[src/rtl/shared_reg_pkg.sv]
// -----------------------------------------------------------------------------
// shared_reg_pkg
//  Shared types and constants for the round-robin shared-register arbiter.
//  Contents: FSM state encoding, default N/W, one-hot helper.
//  Optional feature macro used by the arbiter: SHARED_REG_LOCK_EN.
// -----------------------------------------------------------------------------
package shared_reg_pkg;

    localparam int unsigned N_DEF   = 4;
    localparam int unsigned W_DEF   = 8;
    localparam int unsigned N_MAX   = 16;
    localparam int unsigned IDX_W   = 4;

    typedef enum logic [1:0] {
        ST_IDLE  = 2'd0,
        ST_GRANT = 2'd1,
        ST_LOCK  = 2'd2
    } state_e;

    // One-hot vector with bit idx set; bits at or above n are forced to zero.
    function automatic logic [N_MAX-1:0] onehot(input logic [IDX_W-1:0] idx,
                                                 input int unsigned      n);
        logic [N_MAX-1:0] v;
        v = '0;
        for (int unsigned i = 0; i < N_MAX; i++) begin
            v[i] = (IDX_W'(i) == idx) && (i < n);
        end
        return v;
    endfunction

endpackage

[src/rtl/rr_priority_pick.sv]
// -----------------------------------------------------------------------------
// rr_priority_pick
//  Combinational round-robin pick: scans from ptr+1 upward modulo N and
//  returns the first requesting index.
//  Ports:
//    req     in  N   request vector
//    ptr     in  PW  index of the last granted requester
//    win     out PW  winning index (0 when no request)
//    any_req out 1   at least one request present
// -----------------------------------------------------------------------------
module rr_priority_pick #(
    parameter int unsigned N  = 4,
    parameter int unsigned PW = 2
) (
    input  logic [N-1:0]  req,
    input  logic [PW-1:0] ptr,
    output logic [PW-1:0] win,
    output logic          any_req
);

    // Offsets 1..N cover every requester once, ending at ptr itself.
    always_comb begin
        logic        found;
        int unsigned idx;
        found   = 1'b0;
        idx     = 0;
        win     = '0;
        any_req = |req;
        for (int unsigned k = 1; k <= N; k++) begin
            idx = (32'(ptr) + k) % N;
            if (!found && req[idx]) begin
                found = 1'b1;
                win   = PW'(idx);
            end
        end
    end

endmodule

[src/rtl/shared_reg_rr_arbiter.sv]
// -----------------------------------------------------------------------------
// shared_reg_rr_arbiter
//  Round-robin write arbiter for one shared W-bit register. One grant per
//  cycle; the grant doubles as the write acknowledge and appears in the same
//  cycle q shows the winner's data.
//  Optional macro SHARED_REG_LOCK_EN adds the lock port and LOCK state, which
//  lets the current grantee keep ownership while req and lock stay high.
//  Ports:
//    clk      in  1    rising-edge clock
//    reset_n  in  1    asynchronous active-low reset
//    req      in  N    per-requester write request
//    wdata    in  N*W  packed write words, requester i at [i*W +: W]
//    lock     in  N    hold request (SHARED_REG_LOCK_EN builds only)
//    gnt      out N    registered one-hot grant
//    q        out W    shared register contents
//    busy     out 1    registered, high whenever state is not IDLE
// -----------------------------------------------------------------------------
module shared_reg_rr_arbiter
    import shared_reg_pkg::*;
#(
    parameter int unsigned N = N_DEF,
    parameter int unsigned W = W_DEF
) (
    input  logic           clk,
    input  logic           reset_n,
    input  logic [N-1:0]   req,
    input  logic [N*W-1:0] wdata,
`ifdef SHARED_REG_LOCK_EN
    input  logic [N-1:0]   lock,
`endif
    output logic [N-1:0]   gnt,
    output logic [W-1:0]   q,
    output logic           busy
);

    localparam int unsigned PW = (N > 1) ? $clog2(N) : 1;

    state_e         state_q, state_d;
    logic [PW-1:0]  ptr_q,   ptr_d;
    logic [N-1:0]   gnt_q,   gnt_d;
    logic [W-1:0]   q_q,     q_d;
    logic           busy_q;

    logic [PW-1:0]  win;
    logic           any_req;
    logic           hold;
    logic [W-1:0]   words [N];

    rr_priority_pick #(
        .N  (N),
        .PW (PW)
    ) u_pick (
        .req     (req),
        .ptr     (ptr_q),
        .win     (win),
        .any_req (any_req)
    );

    // Unpack write words for indexed selection.
    always_comb begin
        for (int unsigned i = 0; i < N; i++) begin
            words[i] = wdata[i*W +: W];
        end
    end

    // Current grantee is ptr_q whenever a grant is outstanding.
`ifdef SHARED_REG_LOCK_EN
    assign hold = (state_q != ST_IDLE) && req[ptr_q] && lock[ptr_q];
`else
    assign hold = 1'b0;
`endif

    // Next-state: lock hold, then round-robin grant, otherwise idle.
    always_comb begin
        state_d = state_q;
        ptr_d   = ptr_q;
        gnt_d   = gnt_q;
        q_d     = q_q;
        if (hold) begin
            state_d = ST_LOCK;
            q_d     = words[ptr_q];
        end else if (any_req) begin
            state_d = ST_GRANT;
            ptr_d   = win;
            gnt_d   = N'(onehot(IDX_W'(win), N));
            q_d     = words[win];
        end else begin
            state_d = ST_IDLE;
            gnt_d   = '0;
        end
    end

    // Pointer resets to N-1 so requester 0 has first priority.
    always_ff @(posedge clk or negedge reset_n) begin
        if (!reset_n) begin
            state_q <= ST_IDLE;
            ptr_q   <= PW'(N - 1);
            gnt_q   <= '0;
            q_q     <= '0;
            busy_q  <= 1'b0;
        end else begin
            state_q <= state_d;
            ptr_q   <= ptr_d;
            gnt_q   <= gnt_d;
            q_q     <= q_d;
            busy_q  <= (state_d != ST_IDLE);
        end
    end

    assign gnt  = gnt_q;
    assign q    = q_q;
    assign busy = busy_q;

endmodule

[config.mk]
export PLATFORM = sky130hd
export DESIGN_NAME = shared_reg_rr_arbiter
export DESIGN_NICKNAME = d
export VERILOG_FILES = /design/src/rtl/shared_reg_pkg.sv /design/src/rtl/rr_priority_pick.sv /design/src/rtl/shared_reg_rr_arbiter.sv
export SDC_FILE = /design/constraint.sdc
export NUM_CORES = 1
export LEC_CHECK = 0
export ABC_AREA = 0
export BUFFER_PORTS_ARGS = -buffer_cell sky130_fd_sc_hd__buf_4
export CORE_MARGIN = 2
export CORE_UTILIZATION = 40
export DETAILED_ROUTE_END_ITERATION = 16
export PLACE_DENSITY = 0.72
export SLEW_MARGIN = 20
export SYNTH_ARGS = -nofsm -noshare
export SYNTH_HDL_FRONTEND = slang
export SYNTH_SLANG_ARGS = --single-unit
[constraint.sdc]
create_clock -name clk -period 1.87 [get_ports clk]
set_input_delay 0.187 -clock clk [delete_from_list [all_inputs] [get_ports clk]]
set_output_delay 0.187 -clock clk [all_outputs]
set_load 0.05 [all_outputs]
# After elaboration in Yosys (flattened, before gate mapping)
# Index checks and enable logic that the tools add are counted.
[classes]
eq_ne = 3
n_reduce_logical = 9
add_sub_neg = 4
order_cmp = 5
mux = 20
n_div = 0
n_mul = 0
shifts = 0
n_bitwise = 1
[ops]
columns = ["op", "n"]
rows = [
  ["$bmux 8 s2", 1],
  ["$mux 8", 2],
  ["$lt 2x3->1 const B", 4],
  ["$bmux 1 s2", 4],
  ["$mux 1", 8],
  ["$mux 2", 4],
  ["$add 2x1->2 const B", 2],
  ["$add 2x2->2 const B", 2],
  ["$eq 2x2->1 const A", 2],
  ["$mux 4", 1],
  ["$reduce_or 4->1", 1],
  ["$ge 3x3->1 const B", 1],
  ["$logic_and 1x1->1", 3],
  ["$logic_not 1->1", 3],
  ["$not 2->3", 1],
  ["$eq 1x2->1 const A", 1],
  ["$logic_not 2->1", 1],
  ["$reduce_bool 2->1", 1],
]
[word_totals]
latchBits = 0
ramBits = 0
register_bits = 15
mem_bits_ro = 0
mem_count = 0
elab_cells = 46
inputBits = 38
out_inout_bits = 13

# Longest topological paths before layout
[logic_depth]
ltp_word = 17
ltp_mapped = 8

# By module
# A second synthesis with hierarchy kept.
[unflattened]
hier_cells = 76
hier_area_um2 = 822.0
[by_module_without_submodules]
columns = ["mod", "area_per_inst_um2", "seq_area_each_um2", "cells_each", "instances"]
rows = [
  ["shared_reg_rr_arbiter", 740.7, 377.9, 62, 1],
  ["rr_priority_pick", 81.3, 0.0, 14, 1],
]

# Least setup slack after synthesis
# Ideal clock, no wire load.
[synth_timing]
kind = "reg2reg"
from = "register ptr_q[0]"
to = "register q_q[0] (netlist: q[0])"
arrival_time_ps = 1689
required_ps = 1744
n_path_buf = 1
path_stages_with_launch = 7
path_slack_ps = 55
path_cell_list = "dfstp_2 > nand2b_4 > a21oi_2 > nor3_2 > buf_6 > mux2_4 > a221o_1"
[synth_between]
elab_chain_len = 17
word_cells_on_any_way = 29
[synth_rtl]
columns = ["element", "line_no", "source"]
rows = [
  ["start: declaration", "shared_reg_rr_arbiter.sv:39", "logic [PW-1:0] ptr_q, ptr_d;"],
  ["start signal: assignment", "shared_reg_rr_arbiter.sv:97", "ptr_q <= PW'(N - 1);"],
  ["start signal: assignment", "shared_reg_rr_arbiter.sv:103", "ptr_q <= ptr_d;"],
  ["$add 2x1->2", "rr_priority_pick.sv:30", "idx = (32'(ptr) + k) % N;"],
  ["$bmux 1 s2", "rr_priority_pick.sv:31", "if (!found && req[idx]) begin"],
  ["$mux 1 (implied by the code)", "rr_priority_pick.sv:31", ""],
  ["$mux 1", "rr_priority_pick.sv:31", ""],
  ["$logic_not 1->1", "rr_priority_pick.sv:31", ""],
  ["$logic_and 1x1->1", "rr_priority_pick.sv:31", ""],
  ["$mux 1", "rr_priority_pick.sv:31", ""],
  ["$logic_not 1->1", "rr_priority_pick.sv:31", ""],
  ["$logic_and 1x1->1", "rr_priority_pick.sv:31", ""],
  ["$mux 1", "rr_priority_pick.sv:31", ""],
  ["$logic_not 1->1", "rr_priority_pick.sv:31", ""],
  ["$logic_and 1x1->1", "rr_priority_pick.sv:31", ""],
  ["$mux 2 (*)", "rr_priority_pick.sv:31", ""],
  ["$not 2->3 (implied by the code) (*)", "shared_reg_rr_arbiter.sv:86", "q_d = words[win];"],
  ["$bmux 8 s2 (*)", "shared_reg_rr_arbiter.sv:86", ""],
  ["$mux 8 (implied by the code) (*) (2 in series)", "shared_reg_rr_arbiter.sv:86", ""],
  ["end signal: assignment", "shared_reg_rr_arbiter.sv:105", "q_q <= q_d;"],
  ["end: declaration", "shared_reg_rr_arbiter.sv:41", "logic [W-1:0] q_q, q_d;"],
]
# Every way passes the cells marked *; elsewhere a longest branch is shown, timed or not. The select of a mux whose other input is x is not followed.
# A chain may end at the register's enable or synchronous reset.

# Final worst setup path
[layout_timing]
from = "register ptr_q[0]"
to = "register q_q[1] (netlist: q[1])"
# Same word-level chain as after synthesis.

==> flow_results.org <==
** Run status
- The flow ran to the end, and the final reports show no timing, DRC or antenna violations.

** Power
- Overall power consumption after layout is estimated at 0.00170 W.
- Relative contribution of the clock network to total power :: 11.1%
- IR analysis of the VDD net gives a maximum drop of 0.000711 V.
- In this run, flip-flops and latches consume 29.6% of the power.
- Power density of the placed cells :: 1150 nW/µm²
- The internal power of the cells totals 0.000928 W.
- Lkg Pwr :: 0.733 nW
- In this run, the combinational gates consume 59.3% of the power.
- Net switching is 45.5% of the power.
- Switching component of the power :: 0.000774 W

** Detailed routing
- # DRC :: 0
- Antenna-violating nets left :: 0
- After detailed routing, the average wire length per cell comes to 12.4 µm.
- Number of vias in the routed layout :: 945
- For this block, the routed nets add up to 2.29 mm of wire.
- The first detailed-routing pass ran for 5 iterations.
- Vias per std cell :: 5.11
- Number of DRC markers in iteration 0 :: 10

** Clock tree
- TritonCTS built the clock tree.
- CTS built an H-tree with a depth of 1.
- Root buf cell :: sky130_fd_sc_hd__clkbuf_4
- Number of buffers on the longest clock path :: 2
- At the later pin of the worst-skew pair, clock insertion delay measures 0.29 ns.
- Total clock buffers created by CTS :: 3
- Clock tree synthesis found a total of 15 sinks.
- Clock-pin slew was measured on the worst setup and hold paths at 0.09 ns.

** Setup path
- Register-to-register path setup slack :: 0.04 ns
- Worst path slowest cell :: sky130_fd_sc_hd__dfstp_2
- Traced cell by cell, the critical path runs through nand2b_4, a21oi_2, nor3_4, mux2_4, a221o_1.
- On the worst path, the slowest cell contributes a delay of 0.59 ns.
- Logic depth of the worst path, buffers included :: 5
- The worst register-to-register path begins at ptr_q[0].
- Worst endpoint required time :: 2.05 ns
- The worst register-to-register path has a depth of 5.
- Type of destination of the critical path :: register
- For the worst setup path, the data arrival time is 2.01 ns.
- Critical-path maximum fanout :: 6
- The critical path is of the register to register type.
- Crit path max-delay family :: flip-flops
- The most critical setup path has its startpoint at ptr_q[0].
- The worst setup path is launched from a register.
- In this run the critical register-to-register path is captured at q[1].
- Number of buffer and inverter instances along the worst setup path :: 0
- CP Capture Point :: q[1]

** Synth
- The number of nets in the synthesized netlist is 135.
- Count of mapped cells out of synthesis :: 97
- The synthesized design contains 0 enable-type register cells.
- Summed instance area of the synthesized netlist :: 1000 µm²
- FF+latch count, synth :: 15
- Mean cell area of the mapped netlist :: 10.3 µm²
- The synthesized netlist contains 29 unique library cells.
- Async set-or-reset flop fraction in the synthesized netlist :: 100%
- Synth Warn # :: 0
- Sequential cell area fraction in the yosys report :: 37.8%
- Predominant post-synthesis flop cell :: sky130_fd_sc_hd__dfrtp_1

** Floorplan
- From bottom edge to top edge, the die measures 54.0 µm.
- Core Box Area :: 2430 µm²
- Count of boundary I/O pins :: 51
- Width of the die :: 54.0 µm
- Row generation in the floorplan step produced 18 rows.
- Once the floorplan was initialized, standard cells occupied 41.1% of the core.
- Floorplan die area :: 2910 µm²

** Timing
- Count of endpoints failing setup in the final report :: 0
- Final critical-path share of the clock period :: 98.1%
- Post-route setup TNS :: 0 ns
- At the pin with the least slew margin, the transition time is 0.395 ns.
- Across the routed clock network, the largest skew measured is 0.00349 ns.
- Worst slew slack as a fraction of its limit :: 73.6%
- The final-report max-slew violation count came to 0.
- Hold slack final :: 0.184 ns
- The final count of hold timing violations was 0.
- Final critical delay including setup and external delays :: 1.83 ns
- Maximum clock rate :: 545 MHz

** Final layout
- Inserted Diodes :: 0
- For this run, the post-layout net count is 194.
- Compared with the post-synthesis result, the final layout area differs by 48.3%.
- The library cell used most frequently in the layout, excluding fill and tap cells, is sky130_fd_sc_hd__buf_4.
- Share of cells above drive strength 1 :: 47.7%
- Commonest non-fill, non-tap cells in the layout :: sky130_fd_sc_hd__buf_4 (58), sky130_fd_sc_hd__mux2i_1 (14), sky130_fd_sc_hd__dfrtp_1 (13)
- Layout Utilization :: 61.0%
- The count of cells in the finished layout, fillers not included, comes to 185.

** Placed design
- HPWL reported at the end of detailed placement :: 1.86 mm
- GPL Wtd Cong :: 1.00
- Placed insts :: 178
- The count of buffers added on input and output ports is 50.

** Global routing
- Entering global routing, the biggest net connects 16 pins.
- First-pass GRT wire length :: 3.55 mm
- The via count of the first global-routing pass came to 815.
- For this run the aggregate overflow at the end of global routing stands at 0.
- The number of antenna violations at the first check in global routing was 0.
- Overall fraction of global-route tracks in use :: 16.9%

** Job
- Number of max-cap violations :: 0

** Hold path
- Path category of the worst min-delay check :: input pin to register
-- sequential cells by signal, indices dropped and copies added, names as in the netlist --
name,cells
q,8
busy,1
ptr_q,2
gnt,4
-- area by class of cell --
class	instances	area [µm²]
repair buffers	59	445
multi-input cells	75	587
well taps	30	37.5
flip-flops and latches	15	378
inverters	2	7.51
clock buffers	3	22.5
clock inverters	1	5.00
fillers	192	950
-- layer usage --
metal	wire length (µm)	global-route usage (%)	part of all wire, %
met3	135	5.83	5.9
met4	1	2.08	0.044
met1	948	21.2	41
met5	0	0	0
met2	1210	28.9	53
-- worst min-delay path by stage --
stage	startpoint	to	slack (ns)	cells past startpoint
6_report	req[3]	gnt[3]	0.18	2
5_1_grt	req[1]	gnt[1]	0.19	2
4_1_cts	req[1]	gnt[1]	0.16	2
3_5_place_dp	reset_n	q[7]	0.05	1
3_3_place_gp	reset_n	q[7]	0.05	1
2_1_floorplan	reset_n	busy	-0.11	0
-- Yosys cell counts (2+ instances only) --
master / n / share of area, %
sky130_fd_sc_hd__dfstp_2: 2 / 5.3
sky130_fd_sc_hd__or2_1: 2 / 1.3
sky130_fd_sc_hd__nor2_1: 10 / 3.8
sky130_fd_sc_hd__mux2i_1: 14 / 14
sky130_fd_sc_hd__nand2_1: 6 / 2.3
sky130_fd_sc_hd__a21oi_1: 2 / 1.0
sky130_fd_sc_hd__mux2_4: 2 / 3.0
sky130_fd_sc_hd__nand2b_1: 13 / 8.1
sky130_fd_sc_hd__a211oi_1: 5 / 3.8
sky130_fd_sc_hd__or2b_1: 2 / 1.5
sky130_fd_sc_hd__o22ai_1: 2 / 1.3
sky130_fd_sc_hd__a21oi_2: 2 / 1.8
sky130_fd_sc_hd__inv_1: 2 / 0.75
sky130_fd_sc_hd__dfrtp_1: 13 / 33
sky130_fd_sc_hd__a221o_1: 2 / 2.0
sky130_fd_sc_hd__and2_1: 4 / 2.5
sky130_fd_sc_hd__buf_2: 2 / 1.0
-- power by group through the flow --
stage,Clock [W],Combinational (W),Sequential [W]
final,0.000188,0.00101,0.000504
after global routing,0.000209,0.00107,0.000517
after CTS,0.000193,0.000994,0.000506
after detailed placement,0,0.000992,0.000510
after global placement,0,0.000974,0.000509
after floorplan,0,0.000398,0.000797
-- timing repair --
item / 4_1_cts / 5_1_grt
buffers inserted: 0 / 2
endpoints found under the setup margin: 0 / 7
hold buffers: 1 / 0
hold endpoints to repair: 15 / 0
resized for setup: 0 / 1
-- through the flow --
step                      instance area, µm²  worst slack, ns
after global routing                    1480          -0.0112
after CTS                               1460           0.0134
after detailed placement                1420           0.0251
after floorplan                         1000           0.0547
after global placement                  1420           0.0846
final                                   1480           0.0364
-- logic make-up (layout without fill, tap and decap cells) --
| kind of cell | Yosys count | count (layout) | share of synthesized area, % |
|---|---|---|---|
| AO/OA/AOI/OAI | 17 | 17 | 15.3 |
| buffers and inverters | 7 | 65 | 4.88 |
| flip-flops | 15 | 15 | 37.8 |
| multiplexers | 16 | 16 | 17.0 |
| AND/OR/NAND/NOR | 42 | 42 | 25.0 |
No activity file was read; power rests on OpenSTA's default activity.
